**config.mk**
```make
export PLATFORM = sky130hd
export DESIGN_NAME = ps2_host_tx
export DESIGN_NICKNAME = d
export VERILOG_FILES = /design/src/rtl/ps2_pkg.sv /design/src/rtl/ps2_sync_edge.sv /design/src/rtl/ps2_host_tx.sv
export SDC_FILE = /design/constraint.sdc
export NUM_CORES = 1
export LEC_CHECK = 0
export CORE_UTILIZATION = 36
export DETAILED_ROUTE_END_ITERATION = 7
export MAX_ROUTING_LAYER = met4
export PLACE_DENSITY = 0.53
export RECOVER_POWER = 50
export REMOVE_ABC_BUFFERS = 1
export SLEW_MARGIN = 10
export SYNTH_ARGS = -nofsm -noshare
export SYNTH_HDL_FRONTEND = slang
export SYNTH_HIERARCHICAL = 1
export SYNTH_SLANG_ARGS = --single-unit
```
**constraint.sdc**
```tcl
create_clock -name CLK -period 6.1 [get_ports CLK]
set_input_delay 1.22 -clock CLK [delete_from_list [all_inputs] [get_ports CLK]]
set_output_delay 1.22 -clock CLK [all_outputs]
set_load 0.1 [all_outputs]
```
**src/rtl/ps2_pkg.sv**
```systemverilog
`timescale 1ns/1ps
`default_nettype none
// ============================================================================
// Module   : ps2_pkg
// Purpose  : Shared PS/2 definitions for the host transmitter and the
//            keyboard receiver: controller state encoding, protocol timing
//            constants and a microsecond-to-cycle helper.
// Ports    : none (package)
// Revision : 1.0 - initial release
// ============================================================================
package ps2_pkg;

  // Host-to-device transmit controller states.
  typedef enum logic [2:0] {
    ST_IDLE      = 3'd0,
    ST_INHIBIT   = 3'd1,
    ST_START     = 3'd2,
    ST_SEND      = 3'd3,
    ST_ACK       = 3'd4,
    ST_WAIT_IDLE = 3'd5
  } ps2_state_e;

  // Protocol timing defaults (microseconds) and frame geometry.
  localparam int C_INHIBIT_US = 100;
  localparam int C_TIMEOUT_US = 2000;
  // start + 8 data + parity + stop (+ device ACK slot handled separately)
  localparam int C_FRAME_BITS = 11;

  // Whole cycles per microsecond times the interval length.
  function automatic int us_to_cycles(input int clk_freq_hz, input int us);
    return (clk_freq_hz / 1_000_000) * us;
  endfunction

endpackage
`default_nettype wire

```
**src/rtl/ps2_sync_edge.sv**
```systemverilog
`timescale 1ns/1ps
`default_nettype none
// ============================================================================
// Module   : ps2_sync_edge
// Purpose  : Two-flop synchronizer for an asynchronous PS/2 pad level plus a
//            falling-edge detector on the synchronized value.
// Ports    : CLK      in  system clock
//            RST_N    in  asynchronous active-low reset (flops reset to 1,
//                         the idle level of an open-drain PS/2 line)
//            i_async  in  raw pad level
//            o_sync   out synchronized level
//            o_fall   out one-cycle pulse: sync = 0 and previous = 1
// Revision : 1.0 - initial release
// ============================================================================
module ps2_sync_edge (
  input  logic CLK,
  input  logic RST_N,
  input  logic i_async,
  output logic o_sync,
  output logic o_fall
);

  logic r_meta;
  logic r_sync;
  logic r_prev;

  always_ff @(posedge CLK or negedge RST_N) begin
    if (!RST_N) begin
      r_meta <= 1'b1;
      r_sync <= 1'b1;
      r_prev <= 1'b1;
    end else begin
      r_meta <= i_async;
      r_sync <= r_meta;
      r_prev <= r_sync;
    end
  end

  assign o_sync = r_sync;
  assign o_fall = r_prev & ~r_sync;

endmodule
`default_nettype wire

```
**src/rtl/ps2_host_tx.sv**
```systemverilog
`timescale 1ns/1ps
`default_nettype none
// ============================================================================
// Module   : ps2_host_tx
// Purpose  : PS/2 host-to-device command transmitter. Inhibits the bus,
//            issues a start bit, shifts out 8 data bits LSB first with odd
//            parity and a stop bit on the device clock, checks the device
//            ACK and waits for the bus to return idle.
// Ports    : CLK         in  system clock
//            RST_N       in  asynchronous active-low reset
//            WR          in  one-cycle strobe, starts sending DIN (IDLE only)
//            DIN[7:0]    in  command byte
//            PS2CLK_IN   in  raw PS/2 clock pad level (asynchronous)
//            PS2DATA_IN  in  raw PS/2 data pad level (asynchronous)
//            PS2CLK_OE   out 1 = pull PS/2 clock low, 0 = release
//            PS2DATA_OE  out 1 = pull PS/2 data low, 0 = release
//            BUSY        out transfer in progress
//            DONE        out one-cycle pulse, acknowledged transfer
//            ERR         out one-cycle pulse, timeout or NACK
// Revision : 1.0 - initial release
// ============================================================================
module ps2_host_tx
  import ps2_pkg::*;
#(
  parameter int CLK_FREQ_HZ = 50_000_000,
  parameter int INHIBIT_US  = C_INHIBIT_US,
  parameter int TIMEOUT_US  = C_TIMEOUT_US
) (
  input  logic       CLK,
  input  logic       RST_N,
  input  logic       WR,
  input  logic [7:0] DIN,
  input  logic       PS2CLK_IN,
  input  logic       PS2DATA_IN,
  output logic       PS2CLK_OE,
  output logic       PS2DATA_OE,
  output logic       BUSY,
  output logic       DONE,
  output logic       ERR
);

  localparam int C_INHIBIT_CYCLES = us_to_cycles(CLK_FREQ_HZ, INHIBIT_US);
  localparam int C_TIMEOUT_CYCLES = us_to_cycles(CLK_FREQ_HZ, TIMEOUT_US);
  localparam int C_CNT_MAX = (C_TIMEOUT_CYCLES > C_INHIBIT_CYCLES) ?
                             C_TIMEOUT_CYCLES : C_INHIBIT_CYCLES;
  localparam int C_CNT_W   = $clog2(C_CNT_MAX + 1);
  localparam int C_SHIFT_W = C_FRAME_BITS - 1;

  localparam logic [C_CNT_W-1:0] C_INH_LAST = C_CNT_W'(C_INHIBIT_CYCLES - 1);
  localparam logic [C_CNT_W-1:0] C_TO_LAST  = C_CNT_W'(C_TIMEOUT_CYCLES - 1);
  // Index of the last host-driven bit (stop); the slot after it is the ACK.
  localparam logic [3:0]         C_LAST_TX_BIT = 4'(C_FRAME_BITS - 2);

  // --------------------------------------------------------------------------
  // Pad synchronizers
  // --------------------------------------------------------------------------
  logic w_clk_sync;
  logic w_clk_fall;
  logic w_data_sync;
  logic w_data_fall_unused;

  ps2_sync_edge u_sync_clk (
    .CLK     (CLK),
    .RST_N   (RST_N),
    .i_async (PS2CLK_IN),
    .o_sync  (w_clk_sync),
    .o_fall  (w_clk_fall)
  );

  ps2_sync_edge u_sync_data (
    .CLK     (CLK),
    .RST_N   (RST_N),
    .i_async (PS2DATA_IN),
    .o_sync  (w_data_sync),
    .o_fall  (w_data_fall_unused)
  );

  // --------------------------------------------------------------------------
  // State and datapath registers
  // --------------------------------------------------------------------------
  ps2_state_e           r_state;
  logic [C_CNT_W-1:0]   r_cnt;
  logic [C_SHIFT_W-1:0] r_shift;
  logic [3:0]           r_bitcnt;
  logic                 r_clk_oe;
  logic                 r_data_oe;
  logic                 r_busy;
  logic                 r_done;
  logic                 r_err;

  ps2_state_e           w_state;
  logic [C_CNT_W-1:0]   w_cnt;
  logic [C_SHIFT_W-1:0] w_shift;
  logic [3:0]           w_bitcnt;
  logic                 w_clk_oe;
  logic                 w_data_oe;
  logic                 w_busy;
  logic                 w_done;
  logic                 w_err;
  logic [C_CNT_W-1:0]   w_cnt_run;
  logic                 w_to_hit;

  always_ff @(posedge CLK or negedge RST_N) begin
    if (!RST_N) begin
      r_state   <= ST_IDLE;
      r_cnt     <= '0;
      r_shift   <= '0;
      r_bitcnt  <= '0;
      r_clk_oe  <= 1'b0;
      r_data_oe <= 1'b0;
      r_busy    <= 1'b0;
      r_done    <= 1'b0;
      r_err     <= 1'b0;
    end else begin
      r_state   <= w_state;
      r_cnt     <= w_cnt;
      r_shift   <= w_shift;
      r_bitcnt  <= w_bitcnt;
      r_clk_oe  <= w_clk_oe;
      r_data_oe <= w_data_oe;
      r_busy    <= w_busy;
      r_done    <= w_done;
      r_err     <= w_err;
    end
  end

  // --------------------------------------------------------------------------
  // Next-state and next-output logic. Outputs are decoded from the next state
  // and registered, so the pads never see decode glitches.
  // --------------------------------------------------------------------------
  always_comb begin
    w_state   = r_state;
    w_cnt     = r_cnt;
    w_shift   = r_shift;
    w_bitcnt  = r_bitcnt;
    w_data_oe = r_data_oe;
    w_done    = 1'b0;
    w_err     = 1'b0;

    // Shared timeout counter: reload on a device falling edge, else count.
    w_cnt_run = w_clk_fall ? '0 : r_cnt + C_CNT_W'(1);
    w_to_hit  = ~w_clk_fall && (r_cnt == C_TO_LAST);

    case (r_state)
      ST_IDLE: begin
        w_data_oe = 1'b0;
        if (WR) begin
          w_state  = ST_INHIBIT;
          w_shift  = {1'b1, ~^DIN, DIN};
          w_bitcnt = '0;
          w_cnt    = '0;
        end
      end

      ST_INHIBIT: begin
        if (r_cnt == C_INH_LAST) begin
          w_state   = ST_START;
          w_cnt     = '0;
          w_data_oe = 1'b1;
        end else begin
          w_cnt = r_cnt + C_CNT_W'(1);
        end
      end

      ST_START: begin
        // Clock released, start bit (data low) held until the first edge.
        w_state   = ST_SEND;
        w_cnt     = '0;
        w_data_oe = 1'b1;
      end

      ST_SEND: begin
        w_cnt = w_cnt_run;
        if (w_clk_fall) begin
          w_data_oe = ~r_shift[0];
          w_shift   = {1'b0, r_shift[C_SHIFT_W-1:1]};
          w_bitcnt  = r_bitcnt + 4'd1;
          if (r_bitcnt == C_LAST_TX_BIT) begin
            w_state = ST_ACK;
          end
        end else if (w_to_hit) begin
          w_state   = ST_IDLE;
          w_cnt     = '0;
          w_data_oe = 1'b0;
          w_err     = 1'b1;
        end
      end

      ST_ACK: begin
        w_cnt = w_cnt_run;
        if (w_clk_fall) begin
          if (!w_data_sync) begin
            w_state = ST_WAIT_IDLE;
          end else begin
            // Device left data high in the ACK slot: NACK.
            w_state   = ST_IDLE;
            w_cnt     = '0;
            w_data_oe = 1'b0;
            w_err     = 1'b1;
          end
        end else if (w_to_hit) begin
          w_state   = ST_IDLE;
          w_cnt     = '0;
          w_data_oe = 1'b0;
          w_err     = 1'b1;
        end
      end

      ST_WAIT_IDLE: begin
        if (w_clk_sync && w_data_sync) begin
          w_state = ST_IDLE;
          w_cnt   = '0;
          w_done  = 1'b1;
        end else begin
          w_cnt = w_cnt_run;
          if (w_to_hit) begin
            w_state   = ST_IDLE;
            w_cnt     = '0;
            w_data_oe = 1'b0;
            w_err     = 1'b1;
          end
        end
      end

      default: begin
        w_state   = ST_IDLE;
        w_cnt     = '0;
        w_data_oe = 1'b0;
      end
    endcase

    // Data joins the clock inhibit only in the last inhibit cycle.
    if (w_state == ST_INHIBIT) begin
      w_data_oe = (w_cnt == C_INH_LAST);
    end

    w_clk_oe = (w_state == ST_INHIBIT);
    // BUSY stays up through the DONE/ERR cycle and drops one cycle later.
    w_busy   = (w_state != ST_IDLE) | w_done | w_err;
  end

  assign PS2CLK_OE  = r_clk_oe;
  assign PS2DATA_OE = r_data_oe;
  assign BUSY       = r_busy;
  assign DONE       = r_done;
  assign ERR        = r_err;

endmodule
`default_nettype wire

```
==> results.ini, run 1 <==
[cells_and_area]
nFillCells = 708
seq_area_mm2 = 0.001107
final_nets = 326
post_layout_nonfiller_instances = 406
final_common_cell = nand2_1
final_cell_mix = nand2_1, dfrtp_1, o21ai_0
diodes = 0
multi_input_area_mm2 = 0.001380
drive_above_1_share_pct = 8.065
synthToLayoutAreaGrowth_pct = 12.63

[placed_design]
place.gp.congestion = 0.9022
dp_hpwl_um = 4271
dp.cells = 399
portBuffers = 17

[sta]
whs_ns = 0.3593
slew_headroom_pct = -60.96
worstMarginPinSlew_ns = 2.414
fmax_ghz = 0.2570
final_max_slew_viol_count = 45
fin_worst_skew_ns = 0.01688
period_needed_ns = 3.891
final_hold_viol_count = 0
rsz0062_at_grt = false
setup_tns_ns = 0
period_share_pct = 63.78
setup_viol = 0

[clock_network]
cts_resized = 0
clockBufferDepth = 2
worstSkewPairLatency_ns = 0.30
tritoncts = built
ctsHoldBuffers = 0
path_clk_slew_ns = 0.09
cts_buffers = 5
h-tree-depth = 2
clock-sinks = 44
cts_setup_buffers = 0
cts-root-buf = clkbuf_8

[pwr]
ir_drop_v = 0.00007370
p_comb_share_pct = 5.5
power.share.switching_pct = 21.75
sequentialPowerShare_pct = 56.6
p_leak_nw = 1.142
clkPwrFrac_pct = 37.9
internal_power_mw = 0.4097
power_switching_mw = 0.1138
powerDensity_mw_per_mm2 = 180.4

[critical_path]
arrival_ns = 4.09
reg2regPathDepth = 8
r2r_end = PS2DATA_OE
start_kind = flip-flop
cp_cell_sequence = nor2b_4 -> or4b_1 -> or4_1 -> a2bb2oi_2 -> o21ai_0 -> a22o_1 -> nand4bb_1 -> o41ai_1
path_buf_inv = 0
end_kind = flip-flop
slowest_stage = a2bb2oi_2
reg2reg_slack_ns = 2.21
path_class = flip-flop to flip-flop
path_delay_family = compound AO/OA/AOI/OAI gates
required_ns = 6.30
timing.rr.start = u_sync_clk/o_sync
crit_fanout = 20
cp_slowest_stage_delay_ns = 0.76

[routing]
drt-initial-drc-count = 111
ant_nets = 0
drc = 0
first_pass_iters = 4
routedWlPerCell_um = 14.99
via_per_inst = 5.424
num_vias = 2202
routed_wl_um = 6084

[floorplan]
rows = 30
dieArea_mm2 = 0.007499
dieWidth_um = 86.60
fp.dieH_um = 86.60
io-pin-count = 18
core-area_mm2 = 0.006869
initial_core_util_pct = 37.50

[global_routing]
antenna_found_initial = 0
grt_pass1_vias = 2083
grt_usage_pct = 18.37
grt_max_degree = 45
overflow = 0
grt_pass1_wl_um = 10410

[outcome]
violations = max-capacitance violations, max-slew violations
outcome = finished, violations left

[synth]
synth.avg_cell_area_um2 = 8.587
netlist_instances = 300
ys_warn_count = 6
syn_area_mm2 = 0.002576

[hold_path]
hold_depth = 0
hp-class = flip-flop to flip-flop
hold_start = u_sync_data/r_meta
min_to = u_sync_data/o_sync

[job]
maxCapViolCount = 1

[state kept, by name, summed over array words and instances (netlist names), 3 cells and up]
register  flops
r_bitcnt      4
r_cnt        17
r_state       3
r_shift      10
[per-layer routing]
layer  vias up  share of wire (%)  track usage [%]
li1       1097                  -                -
met1      1053                 49            24.42
met2        45                 47            29.00
met3         7                2.9            3.143
met4         0               0.64            5.000
met5         -                  0                -
[stage by stage]
stage | power [mW] | setup WS (ns) | cell area, µm² | util [%]
6_report | 0.5235 | 2.210 | 2902 | 42.24
5_1_grt | 0.5466 | 2.034 | 2902 | 42.24
4_1_cts | 0.5315 | 2.324 | 2903 | 42.26
3_5_place_dp | 0.3317 | 2.340 | 2806 | 40.86
3_3_place_gp | 0.3317 | 2.412 | 2806 | 40.86
2_1_floorplan | 0.3145 | 2.793 | 2499 | -
[cell type report]
type | instances | area share (%)
multi-input combinational | 235 | 47.56
sequential | 44 | 38.16
timing repair buffer | 20 | 6.296
tap | 96 | 4.140
clock buffer | 7 | 3.320
inverter | 4 | 0.5175
[worst register-to-register path, cell delays in order (launching register included)]
cell and delay [ns]:
dfstp_1 0.68, nor2b_4 0.14, or4b_1 0.53, or4_1 0.66, a2bb2oi_2 0.76, o21ai_0 0.22
a22o_1 0.28, nand4bb_1 0.19, o41ai_1 0.35
[power groups by stage]
stage	registers, mW	clock network [mW]	logic (mW)
5_1_grt	0.297	0.218	0.0321
3_3_place_gp	0.302	0	0.0297
2_1_floorplan	0.301	0	0.0130
4_1_cts	0.296	0.205	0.0298
6_report	0.296	0.199	0.0286
3_5_place_dp	0.302	0	0.0297
[how the worst max path moves through the flow]
stage          slack [ns]          to  cells after the start               from
4_1_cts              2.32  PS2DATA_OE                      8  u_sync_clk/o_sync
5_1_grt              2.03  PS2DATA_OE                      8  u_sync_clk/o_sync
3_3_place_gp         2.41  PS2DATA_OE                      8  u_sync_clk/o_sync
2_1_floorplan        2.79  PS2DATA_OE                      8  u_sync_clk/o_sync
6_report             2.21  PS2DATA_OE                      8  u_sync_clk/o_sync
3_5_place_dp         2.34  PS2DATA_OE                      8  u_sync_clk/o_sync
(Power assumes the default switching activity.)
==> run 2, diff against run 1 <==
PLACE_DENSITY = 0.55   (was 0.53)
clock period = 3.5 ns   (was 6.1 ns; I/O delays follow)
==> results.ini, run 2 (same netlist as run 1, synthesis figures left out) <==
[placed_design]
post-place-ws_ns = 0.3022
dp_hpwl_um = 4373
dpl-instance-area_mm2 = 0.002841
dp.cells = 404
portBuffers = 17
place.gp.congestion = 0.8589

[cells_and_area]
final_nets = 331
reg_top3 = r_cnt (17), r_shift (10), r_bitcnt (4)
final_cell_mix = nand2_1, dfrtp_1, o21ai_0
nFillCells = 710
diodes = 0
fin_area_mm2 = 0.002934
top_register = r_cnt
drive_above_1_share_pct = 10.13
final_common_cell = nand2_1
post-route-util_pct = 42.71
synthToLayoutAreaGrowth_pct = 13.89
largest_reg_flops = 17
post_layout_nonfiller_instances = 412

[global_routing]
grt_usage_pct = 18.12
overflow = 0
grt_pass1_vias = 2123
grt_max_degree = 45
antenna_found_initial = 0
grt_pass1_wl_um = 10370

[sta]
fmax_ghz = 0.3062
whs_ns = 0.3606
period_needed_ns = 3.266
setup_viol = 0
slew_headroom_pct = -56.50
fin_worst_skew_ns = 0.01112
final_hold_viol_count = 0
final_max_slew_viol_count = 45
period_share_pct = 93.31
worstMarginPinSlew_ns = 2.348
setup_tns_ns = 0
rsz0062_at_grt = false
setup_ws_ns = 0.2342

[critical_path]
cp_slowest_stage_delay_ns = 0.67
cp_cell_sequence = nor2b_4 -> or4b_1 -> or4_1 -> a2bb2oi_2 -> buf_4 -> nor3_2 -> a22o_1 -> nand4bb_1 -> o41ai_1
crit_fanout = 11
startpoint = u_sync_clk/o_sync
r2r_end = PS2DATA_OE
end_kind = flip-flop
required_ns = 3.70
slowest_stage = or4_1
crit_end = PS2DATA_OE
reg2regPathDepth = 9
path_delay_family = simple AND/OR/NAND/NOR gates
path_class = flip-flop to flip-flop
timing.rr.start = u_sync_clk/o_sync
reg2reg_slack_ns = 0.23
arrival_ns = 3.46
path_buf_inv = 1
start_kind = flip-flop
cp.depth = 9

[routing]
drc = 0
num_vias = 2241
drt-initial-drc-count = 186
first_pass_iters = 4
routedWlPerCell_um = 14.65
via_per_inst = 5.439
ant_nets = 0
routed_wl_um = 6035

[clock_network]
worstSkewPairLatency_ns = 0.30
clockBufferDepth = 2
tritoncts = built
cts-root-buf = clkbuf_8
cts_buffers = 5
path_clk_slew_ns = 0.09
h-tree-depth = 2
cts_setup_buffers = 0
clock-sinks = 44
ctsHoldBuffers = 0
cts_resized = 0

[pwr]
sequentialPowerShare_pct = 57.4
power.share.switching_pct = 22.28
p_total_mw = 0.8999
internal_power_mw = 0.6994
p_comb_share_pct = 5.7
p_leak_nw = 1.166
powerDensity_mw_per_mm2 = 306.7
power_switching_mw = 0.2005
ir_drop_v = 0.0001211
clkPwrFrac_pct = 36.9

[floorplan]
fp.dieH_um = 86.60
dieWidth_um = 86.60
io-pin-count = 18
rows = 30
initial_core_util_pct = 37.50
core-area_mm2 = 0.006869
dieArea_mm2 = 0.007499

[outcome]
violations = max-capacitance violations, max-slew violations
outcome = finished, violations left

[hold_path]
hold_start = u_sync_data/r_meta
hp-class = flip-flop to flip-flop

[job]
maxCapViolCount = 1

run 2: how the worst min path moves through the flow:
stage	end	cells after the start
2_1_floorplan	u_sync_clk/o_sync	0
3_3_place_gp	u_sync_data/o_sync	0
3_5_place_dp	u_sync_data/o_sync	0
4_1_cts	u_sync_data/o_sync	0
5_1_grt	u_sync_data/o_sync	0
6_report	u_sync_data/o_sync	0
run 2: worst register-to-register path, stage by stage, from the launching register on:
cell	delay, ns
dfstp_2	0.61
nor2b_4	0.06
or4b_1	0.51
or4_1	0.67
a2bb2oi_2	0.26
buf_4	0.21
nor3_2	0.06
a22o_1	0.22
nand4bb_1	0.21
o41ai_1	0.35
run 2: cell type report:
class                           instances  area [µm²]  share of cell area, %
Sequential cell                        44        1107                  37.74
Clock buffer                            7       86.33                  2.942
Inverter                                4       15.01                 0.5117
Clock inverter                          1       7.507                 0.2559
Timing Repair Buffer                   25       221.5                  7.548
Multi-Input combinational cell        235        1376                  46.91
Tap cell                               96       120.1                  4.094
run 2: power groups by stage:
| stage | clock, mW | sequential (mW) | combinational, mW |
|---|---|---|---|
| final | 0.332 | 0.516 | 0.0511 |
| after global routing | 0.372 | 0.517 | 0.0581 |
| after CTS | 0.347 | 0.517 | 0.0536 |
| after detailed placement | 0 | 0.526 | 0.0535 |
| after global placement | 0 | 0.526 | 0.0528 |
| after floorplan | 0 | 0.525 | 0.0227 |
run 2: layer usage:
layer	global-route usage [%]	wire, µm	up-vias
li1	-	-	1100
met1	23.60	2948	1082
met2	29.29	2790	52
met3	2.762	216	7
met4	5.303	79	0
met5	-	0	-
==> run 3, diff against run 2 <==
ABC_AREA = 1   (was default)
==> results.ini, run 3 <==
[outcome]
outcome = finished, violations left
violations = max-capacitance violations, max-slew violations

[sta]
rsz0062_at_grt = false
period_share_pct = 72.81
setup_viol = 0
final_hold_viol_count = 0
slew_headroom_pct = -61.93
whs_ns = 0.3613
fmax_ghz = 0.3924
worstMarginPinSlew_ns = 2.429
final_max_slew_viol_count = 45
period_needed_ns = 2.548
setup_tns_ns = 0
fin_worst_skew_ns = 0.004442

[pwr]
clkPwrFrac_pct = 38.2
sequentialPowerShare_pct = 56.2
powerDensity_mw_per_mm2 = 306.0
ir_drop_v = 0.0001209
internal_power_mw = 0.6974
p_total_mw = 0.9208
p_leak_nw = 1.389
power.share.switching_pct = 24.26
power_switching_mw = 0.2234
p_comb_share_pct = 5.6

[routing]
num_vias = 2383
routed.top_layer = met4
route.met2.wl_um = 2703
first_pass_iters = 5
ant_nets = 0
met3_length_um = 230
met1Wirelength_um = 3243
drt-initial-drc-count = 154
via_per_inst = 4.944
drc = 0
routedWlPerCell_um = 13.05
routed_wl_um = 6291

[clock_network]
ctsHoldBuffers = 0
clockBufferDepth = 2
cts_buffers = 5
cts-root-buf = clkbuf_8
cts_setup_buffers = 0
tritoncts = built
path_clk_slew_ns = 0.09
clock-sinks = 44
worstSkewPairLatency_ns = 0.30
cts_resized = 0
h-tree-depth = 2

[floorplan]
core-area_mm2 = 0.007214
fp.dieH_um = 88.08
initial_core_util_pct = 36.98
dieWidth_um = 88.08
rows = 31
dieArea_mm2 = 0.007758
io-pin-count = 18

[cells_and_area]
post-route-util_pct = 41.71
drive_above_1_share_pct = 8.877
reg_top3 = r_cnt (17), r_shift (10), r_bitcnt (4)
top_register = r_cnt
synthToLayoutAreaGrowth_pct = 12.81
final_nets = 398
diodes = 0
final_cell_mix = nand2_1, inv_1, nor2_1
nFillCells = 820
final_common_cell = nand2_1
largest_reg_flops = 17

[critical_path]
slowest_stage = clkdlybuf4s50_1
path_class = flip-flop to primary output
path_buf_inv = 1
cp_cell_sequence = clkdlybuf4s50_1
path_delay_family = buffers and inverters
end_kind = primary output
start_kind = flip-flop
cp_slowest_stage_delay_ns = 1.15
required_ns = 2.80
arrival_ns = 1.85
crit_fanout = 3

[synth]
netlist_instances = 364
ys_warn_count = 6
synth.avg_cell_area_um2 = 7.328
syn_area_mm2 = 0.002668

[placed_design]
portBuffers = 17
dp_hpwl_um = 4646
place.gp.congestion = 0.9067

[global_routing]
antenna_found_initial = 0
overflow = 0
grt_pass1_wl_um = 10560
grt_usage_pct = 18.42
grt_max_degree = 45
grt_pass1_vias = 2137

[hold_path]
hp-class = flip-flop to flip-flop

[job]
maxCapViolCount = 1

[run 3: layout make-up]
type,count,area (µm²),share of cell area (%)
multi-input cells,261,1318,43.78
clock buffers,6,82.58,2.744
clock inverters,2,15.01,0.4990
inverters,53,198.9,6.611
well taps,99,123.9,4.116
flip-flops and latches,44,1107,36.80
repair buffers,17,163.9,5.447
[run 3: stage by stage]
stage	setup WS, ns	cells	cell area (µm²)
after floorplan	1.558	358	2629
after global placement	0.9481	474	2918
after detailed placement	0.9172	474	2918
after CTS	0.9269	482	3015
after global routing	0.4621	482	3009
final	0.9516	482	3009
[run 3: worst paths after layout]
| kind | startpoint | to | slack (ns) | depth (start not counted) |
|---|---|---|---|---|
| max in group asynchronous | RST_N | r_shift[6] | 0.99 | 1 |
| hold reg to reg | u_sync_data/r_meta | u_sync_data/o_sync | 0.36 | 0 |
| hold / removal | u_sync_data/r_meta | u_sync_data/o_sync | 0.36 | 0 |
| setup reg to reg | u_sync_clk/r_prev | PS2DATA_OE | 1.00 | 13 |
| setup / recovery | PS2DATA_OE | PS2DATA_OE | 0.95 | 1 |
| min in group asynchronous | RST_N | r_cnt[12] | 1.13 | 1 |
[run 3: power by group through the flow]
stage,Combinational [mW],Clock (mW),Sequential [mW]
final,0.0520,0.351,0.517
after global routing,0.0587,0.386,0.518
after CTS,0.0539,0.363,0.517
after detailed placement,0.0537,0,0.527
after global placement,0.0534,0,0.527
after floorplan,0.0242,0,0.527
[run 3: per-layer routing]
layer | vias up | global-route usage, %
met4 | 0 | 6.305
met2 | 50 | 25.65
li1 | 1208 | -
met3 | 13 | 3.110
met1 | 1112 | 26.75
met5 | - | -
